[src/rtl/hwpe_ctrl_offload_arbiter_pkg.sv]
// Shared constants and types for the HWPE control-port offload arbiter.
// Register indices alias the mandatory HWPE control slave registers.
package hwpe_ctrl_offload_arbiter_pkg;

  localparam int LOG_REGS = 5;

  localparam logic [LOG_REGS-1:0] REG_TRIGGER   = LOG_REGS'(0);
  localparam logic [LOG_REGS-1:0] REG_ACQUIRE   = LOG_REGS'(1);
  localparam logic [LOG_REGS-1:0] REG_SOFTCLEAR = LOG_REGS'(5);

  typedef enum logic [1:0] {
    ARB_UNLOCKED = 2'd0,
    ARB_ACQ_PEND = 2'd1,
    ARB_LOCKED   = 2'd2
  } arb_lock_state_e;

endpackage

[src/rtl/hwpe_ctrl_rr_arbiter.sv]
// Masked round-robin winner selection: first eligible index at or after ptr_i,
// wrapping. Purely combinational so it can be reused in other arbiters.
module hwpe_ctrl_rr_arbiter #(
  parameter  int N     = 4,
  localparam int LOG_N = $clog2(N)
) (
  input  logic [N-1:0]     req_i,
  input  logic [N-1:0]     mask_i,
  input  logic [LOG_N-1:0] ptr_i,
  output logic             valid_o,
  output logic [LOG_N-1:0] winner_o
);

  logic [N-1:0]     elig;
  logic [LOG_N-1:0] idx;
  logic             found;

  always_comb begin
    elig     = req_i & mask_i;
    valid_o  = |elig;
    winner_o = '0;
    idx      = '0;
    found    = 1'b0;
    for (int k = 0; k < N; k++) begin
      idx = LOG_N'((int'(ptr_i) + k) % N);
      if (!found && elig[idx]) begin
        found    = 1'b1;
        winner_o = idx;
      end
    end
  end

endmodule

[src/rtl/hwpe_ctrl_offload_arbiter.sv]
// Shares one HWPE control slave port between N_CORES cores with round-robin
// arbitration and an offload lock. Optional stale-lock release: HWPE_CTRL_ARB_LOCK_TIMEOUT_EN.
module hwpe_ctrl_offload_arbiter
  import hwpe_ctrl_offload_arbiter_pkg::*;
#(
  parameter  int N_CORES      = 4,
  parameter  int ADDR_WIDTH   = 32,
  parameter  int DATA_WIDTH   = 32,
  parameter  int LOCK_TIMEOUT = 1024,
  localparam int LOG_N        = $clog2(N_CORES)
) (
  input  logic                                    clk_i,
  input  logic                                    rst_i,
  input  logic [N_CORES-1:0]                      core_req_i,
  input  logic [N_CORES-1:0][ADDR_WIDTH-1:0]      core_add_i,
  input  logic [N_CORES-1:0]                      core_wen_i,
  input  logic [N_CORES-1:0][DATA_WIDTH/8-1:0]    core_be_i,
  input  logic [N_CORES-1:0][DATA_WIDTH-1:0]      core_data_i,
  output logic [N_CORES-1:0]                      core_gnt_o,
  output logic [DATA_WIDTH-1:0]                   core_r_data_o,
  output logic [N_CORES-1:0]                      core_r_valid_o,
  output logic                                    slv_req_o,
  output logic [ADDR_WIDTH-1:0]                   slv_add_o,
  output logic                                    slv_wen_o,
  output logic [DATA_WIDTH/8-1:0]                 slv_be_o,
  output logic [DATA_WIDTH-1:0]                   slv_data_o,
  output logic [N_CORES-1:0]                      slv_id_o,
  input  logic                                    slv_gnt_i,
  input  logic [DATA_WIDTH-1:0]                   slv_r_data_i,
  input  logic                                    slv_r_valid_i,
  output logic                                    locked_o,
  output logic [LOG_N-1:0]                        lock_owner_o,
`ifdef HWPE_CTRL_ARB_LOCK_TIMEOUT_EN
  output logic                                    lock_timeout_o,
`endif
  output arb_lock_state_e                         lock_state_o
);

  logic [N_CORES-1:0]  soft_req, mask;
  logic                any_elig, xfer, win_wen;
  logic [LOG_N-1:0]    winner;
  logic [LOG_REGS-1:0] win_reg;

  arb_lock_state_e     state_q, state_d;
  logic [LOG_N-1:0]    rr_ptr_q, rr_ptr_d, resp_idx_q, resp_idx_d, owner_q, owner_d;
  logic                resp_pend_q, resp_pend_d;

  // While locked only the owner competes, but SOFTCLEAR writes always get through.
  always_comb begin
    soft_req = '0;
    for (int i = 0; i < N_CORES; i++) begin
      soft_req[i] = !core_wen_i[i] && (core_add_i[i][LOG_REGS+1:2] == REG_SOFTCLEAR);
    end
    mask = '1;
    if (state_q != ARB_UNLOCKED) begin
      mask          = soft_req;
      mask[owner_q] = 1'b1;
    end
  end

  hwpe_ctrl_rr_arbiter #(.N(N_CORES)) u_rr (
    .req_i    (core_req_i),
    .mask_i   (mask),
    .ptr_i    (rr_ptr_q),
    .valid_o  (any_elig),
    .winner_o (winner)
  );

  assign xfer    = any_elig & slv_gnt_i;
  assign win_reg = core_add_i[winner][LOG_REGS+1:2];
  assign win_wen = core_wen_i[winner];

  always_comb begin
    slv_req_o  = any_elig;
    slv_add_o  = core_add_i[winner];
    slv_wen_o  = core_wen_i[winner];
    slv_be_o   = core_be_i[winner];
    slv_data_o = core_data_i[winner];
    slv_id_o   = '0;
    core_gnt_o = '0;
    if (any_elig) begin
      slv_id_o[winner]   = 1'b1;
      core_gnt_o[winner] = slv_gnt_i;
    end
    // A response only exists for a transfer granted since the last reset.
    core_r_valid_o = '0;
    if (slv_r_valid_i && resp_pend_q) core_r_valid_o[resp_idx_q] = 1'b1;
  end

  assign core_r_data_o = slv_r_data_i;

`ifdef HWPE_CTRL_ARB_LOCK_TIMEOUT_EN
  localparam int CNT_W = $clog2(LOCK_TIMEOUT + 1);
  logic [CNT_W-1:0] to_cnt_q, to_cnt_d;
  logic             to_pulse_q, to_pulse_d;
  logic             owner_xfer;

  assign owner_xfer = xfer && (winner == owner_q);

  always_comb begin
    to_cnt_d = '0;
    if (state_q == ARB_LOCKED && !owner_xfer) to_cnt_d = to_cnt_q + CNT_W'(1);
  end

  assign lock_timeout_o = to_pulse_q;
`else
  logic unused_lock_timeout;
  assign unused_lock_timeout = ^LOCK_TIMEOUT;
`endif

  always_comb begin
    state_d     = state_q;
    owner_d     = owner_q;
    resp_pend_d = xfer;
    resp_idx_d  = xfer ? winner : resp_idx_q;
    rr_ptr_d    = rr_ptr_q;
    if (xfer) rr_ptr_d = (winner == LOG_N'(N_CORES - 1)) ? '0 : winner + LOG_N'(1);
`ifdef HWPE_CTRL_ARB_LOCK_TIMEOUT_EN
    to_pulse_d  = 1'b0;
`endif
    case (state_q)
      ARB_UNLOCKED: begin
        if (xfer && win_wen && win_reg == REG_ACQUIRE) begin
          state_d = ARB_ACQ_PEND;
          owner_d = winner;
        end
      end
      ARB_ACQ_PEND: begin
        // MSB set in the acquire read data means the engine has no free job slot.
        if (slv_r_valid_i) state_d = slv_r_data_i[DATA_WIDTH-1] ? ARB_UNLOCKED : ARB_LOCKED;
      end
      ARB_LOCKED: begin
        if (xfer && !win_wen && win_reg == REG_TRIGGER && winner == owner_q) state_d = ARB_UNLOCKED;
`ifdef HWPE_CTRL_ARB_LOCK_TIMEOUT_EN
        else if (!owner_xfer && to_cnt_q == CNT_W'(LOCK_TIMEOUT - 1)) begin
          state_d    = ARB_UNLOCKED;
          to_pulse_d = 1'b1;
        end
`endif
      end
      default: state_d = ARB_UNLOCKED;
    endcase
    if (xfer && !win_wen && win_reg == REG_SOFTCLEAR) state_d = ARB_UNLOCKED;
  end

  always_ff @(posedge clk_i or posedge rst_i) begin
    if (rst_i) begin
      state_q     <= ARB_UNLOCKED;
      owner_q     <= '0;
      rr_ptr_q    <= '0;
      resp_idx_q  <= '0;
      resp_pend_q <= 1'b0;
`ifdef HWPE_CTRL_ARB_LOCK_TIMEOUT_EN
      to_cnt_q    <= '0;
      to_pulse_q  <= 1'b0;
`endif
    end else begin
      state_q     <= state_d;
      owner_q     <= owner_d;
      rr_ptr_q    <= rr_ptr_d;
      resp_idx_q  <= resp_idx_d;
      resp_pend_q <= resp_pend_d;
`ifdef HWPE_CTRL_ARB_LOCK_TIMEOUT_EN
      to_cnt_q    <= to_cnt_d;
      to_pulse_q  <= to_pulse_d;
`endif
    end
  end

  assign locked_o     = (state_q != ARB_UNLOCKED);
  assign lock_owner_o = owner_q;
  assign lock_state_o = state_q;

endmodule

[config.mk]
export PLATFORM = sky130hd
export DESIGN_NAME = hwpe_ctrl_offload_arbiter
export DESIGN_NICKNAME = d
export VERILOG_FILES = /design/src/rtl/hwpe_ctrl_offload_arbiter_pkg.sv /design/src/rtl/hwpe_ctrl_rr_arbiter.sv /design/src/rtl/hwpe_ctrl_offload_arbiter.sv
export SDC_FILE = /design/constraint.sdc
export NUM_CORES = 1
export LEC_CHECK = 0
export BUFFER_PORTS_ARGS = -buffer_cell sky130_fd_sc_hd__buf_2
export CELL_PAD_IN_SITES_DETAIL_PLACEMENT = 0
export CELL_PAD_IN_SITES_GLOBAL_PLACEMENT = 1
export CORE_AREA = 8 8 163 165
export CTS_CLUSTER_DIAMETER = 120
export DETAILED_ROUTE_END_ITERATION = 10
export DIE_AREA = 0 0 171 173
export PLACE_DENSITY_LB_ADDON = 0.12
export SYNTH_ARGS = -nofsm -noshare
export SYNTH_HDL_FRONTEND = slang
export SYNTH_SLANG_ARGS = --single-unit
[constraint.sdc]
create_clock -name clk_i -period 3.95 [get_ports clk_i]
set_input_delay 0.395 -clock clk_i [delete_from_list [all_inputs] [get_ports clk_i]]
set_output_delay 0.395 -clock clk_i [all_outputs]
set_load 0.02 [all_outputs]
==> flow_metrics.env <==
export IMPL_rows=57
export IMPL_async_flop_share_pct=100
export IMPL_drive_above_1_share_pct=44.9
export IMPL_drtAntennaViolNets=0
export IMPL_path_cells="buf_4 > o2bb2ai_1 > a22o_1 > and3b_4 > or4_4 > inv_4 > buf_12 > nand2_1 > and3_1 > a31oi_1 > buf_2"
export IMPL_fin_skew_ns=0.000513
export IMPL_worst_slew_pin_slew_ns=0.813
export IMPL_drc=0
export IMPL_port_buffers=372
export IMPL_hold_class="input port to async pin"
export IMPL_grt_overflow=0
export IMPL_synth_edf_count=0
export IMPL_die_width_um=171
export IMPL_area_growth_pct=63.4
export IMPL_fin_crit_ns=3.69
export IMPL_clock_latency_ns=0.23
export IMPL_final_cell_mix="buf_2 (372), nand2_1 (261), and3_1 (67), a31oi_1 (63)"
export IMPL_maxSlewViolCount=0
export IMPL_yosys_top_cells_area="nand2_1 (29%), and3_1 (12%), a31oi_1 (12%), buf_4 (7.4%), dfrtp_1 (6.7%)"
export IMPL_place_hpwl_um=20200
export IMPL_ctsHoldBuffers=0
export IMPL_tns_ns=0
export IMPL_ctsRootBufferMaster="clkbuf_16"
export IMPL_cp_end_kind="primary output"
export IMPL_startpoint_type="register"
export IMPL_maxCapViolations=0
export IMPL_arrival_ns=3.30
export IMPL_ios=435
export IMPL_drtPass1Iterations=4
export IMPL_crit_path_max_fanout=61
export IMPL_cts_made_buffers=3
export IMPL_synth_avg_cell_area_sq_um=5.63
export IMPL_setup_violations=0
export IMPL_start_util_pct=14.0
export IMPL_htreeDepth=1
export IMPL_slew_headroom_pct=45.4
export IMPL_finalHoldViolations=0
export IMPL_ys_ff_latch=9
export IMPL_post_synth_top_area_cell="nand2_1"
export IMPL_syn_cell_area_sq_um=3360
export IMPL_track_usage_pct=15.3
export IMPL_cts_tree="built"
export IMPL_max_freq_ghz=0.271
export IMPL_final_common_cell="buf_2"
export IMPL_die_area_sq_um=29600
export IMPL_cts_resized=0
export IMPL_die_y_um=173
export IMPL_gp_congestion=0.813
export IMPL_powerDensity_nw_per_um2=848
export IMPL_syn_nets=917
export IMPL_vdd_drop_max_mv=0.325
export IMPL_synth_cell_types=59
export IMPL_leakagePower_nw=3.07
export IMPL_grt_pass1_vias=5608
export IMPL_synthFlopType="dfrtp_1"
export IMPL_via_per_inst=4.36
export IMPL_crit_slowest_cell="or4_4"
export IMPL_critical_path_class="register to primary output"
export IMPL_fin_crit_sh_pct=93.5
export IMPL_path_clk_slew_ns=0.04
export IMPL_grt_start_max_net_pins=81
export IMPL_netlist_instances=597
export IMPL_synth_top_cell_area_share_pct=29.2
export IMPL_max_stage_delay_ns=0.57
export IMPL_clockBufferDepth=2
export IMPL_wl_um=24300
export IMPL_nets=1231
export IMPL_hold_ws_ns=0.128
export IMPL_yosysSeqAreaShare_pct=6.70
export IMPL_drtIter0Drc=253
export IMPL_rsz0062_at_grt="false"
export IMPL_cts_setup_buffers=0
export IMPL_cp_required_ns=3.56
export IMPL_grt_pass1_wl_um=35200
export IMPL_dr_total_vias=5401
export IMPL_design_core_area_sq_um=24000
export IMPL_antenna_found_initial=13
export IMPL_cts_sinks=9
export IMPL_status="finished clean"
export IMPL_drt_wirelength_per_cell_um=19.6
export IMPL_synth_warnings=0
registers in the layout, indices dropped and copies added, names as in the netlist:
signal and flops:
resp_pend_q 1, resp_idx_q 2, lock_state_o 2, lock_owner_o 2, rr_ptr_q 2
cell usage after synthesis (4+ instances only):
master and instances:
a221oi_1 4, nor3b_1 4, nand2_1 262, buf_4 33, o41ai_1 4, clkbuf_1 38, buf_2 5, and2_1 5
o21ai_0 5, o41a_1 8, nor3_1 6, and3_1 67, inv_1 13, a31oi_1 63, ha_1 4, dfrtp_1 9
nor2_1 7
layout make-up:
cell class	count	area, sq um
well taps	324	405
inverters	14	55.1
repair buffers	390	2070
fillers	2889	18500
multi-input cells	493	2650
flip-flops and latches	9	225
clock buffers	4	78.8
diodes	4	10.0
routing by layer:
metal / up-vias / global-route usage [%] / part of all wire [%]
li1: 2688 / - / -
met1: 2414 / 15.9 / 36
met2: 231 / 28.8 / 53
met3: 48 / 5.81 / 9.5
met4: 20 / 2.43 / 1.3
met5: - / 0 / 0.49
worst max-delay path: cells and delay by family (launching register included):
kind / cells / cell delay, ns
and+or+nand+nor: 4 / 1.13
AOI/OAI and AO/OA: 3 / 0.66
buffers and inverters: 4 / 0.84
DFF: 1 / 0.37
worst paths after layout:
kind | startpoint | to | slack (ns) | cells past startpoint
worst min register to register | resp_idx_q[0]$_DFFE_PP0P_ | resp_idx_q[0]$_DFFE_PP0P_ | 0.56 | 2
max in group asynchronous | rst_i | lock_state_o[0]$_DFFE_PP0P_ | 3.56 | 2
min in group clk_i | slv_r_valid_i | lock_state_o[0]$_DFFE_PP0P_ | 0.51 | 3
worst min-delay path | rst_i | resp_pend_q$_DFF_PP0_ | 0.13 | 2
worst max-delay path | lock_state_o[1]$_DFFE_PP0P_ | slv_add_o[20] | 0.26 | 11
worst max register to register | lock_state_o[0]$_DFFE_PP0P_ | lock_owner_o[1]$_DFFE_PP0P_ | 0.56 | 9
through the flow:
step                std cells  util (%)  setup WS, ns  instance area, sq um  power (W)
floorplan                 597         -         0.455                  3360    0.00294
finish                   1238      22.9         0.258                  5500    0.00466
global route             1236      22.9        0.0560                  5490    0.00507
global placement         1230      22.5         0.320                  5400    0.00465
CTS                      1234      22.9         0.174                  5480    0.00479
detailed placement       1230      22.5         0.346                  5400    0.00460
power by group:
part	switching, W	leakage (nW)	internal, W
Sequential	0.0000445	0.116	0.000127
Clock	0.0000388	0.0382	0.000134
Combinational	0.00284	2.91	0.00147
Total	0.00292	3.07	0.00174
cell families (layout without fill, tap and decap cells):
family	count (synthesis)	in the layout	synth area share, %
buf+inv	95	408	14.9
simple gates	372	372	50.6
mux	3	3	0.967
fa+ha+maj	4	4	1.49
flops	9	9	6.70
other cells	0	4	0
xor+xnor	1	1	0.260
compound gates	113	113	25.0
No activity file was read; power rests on OpenSTA's default activity.
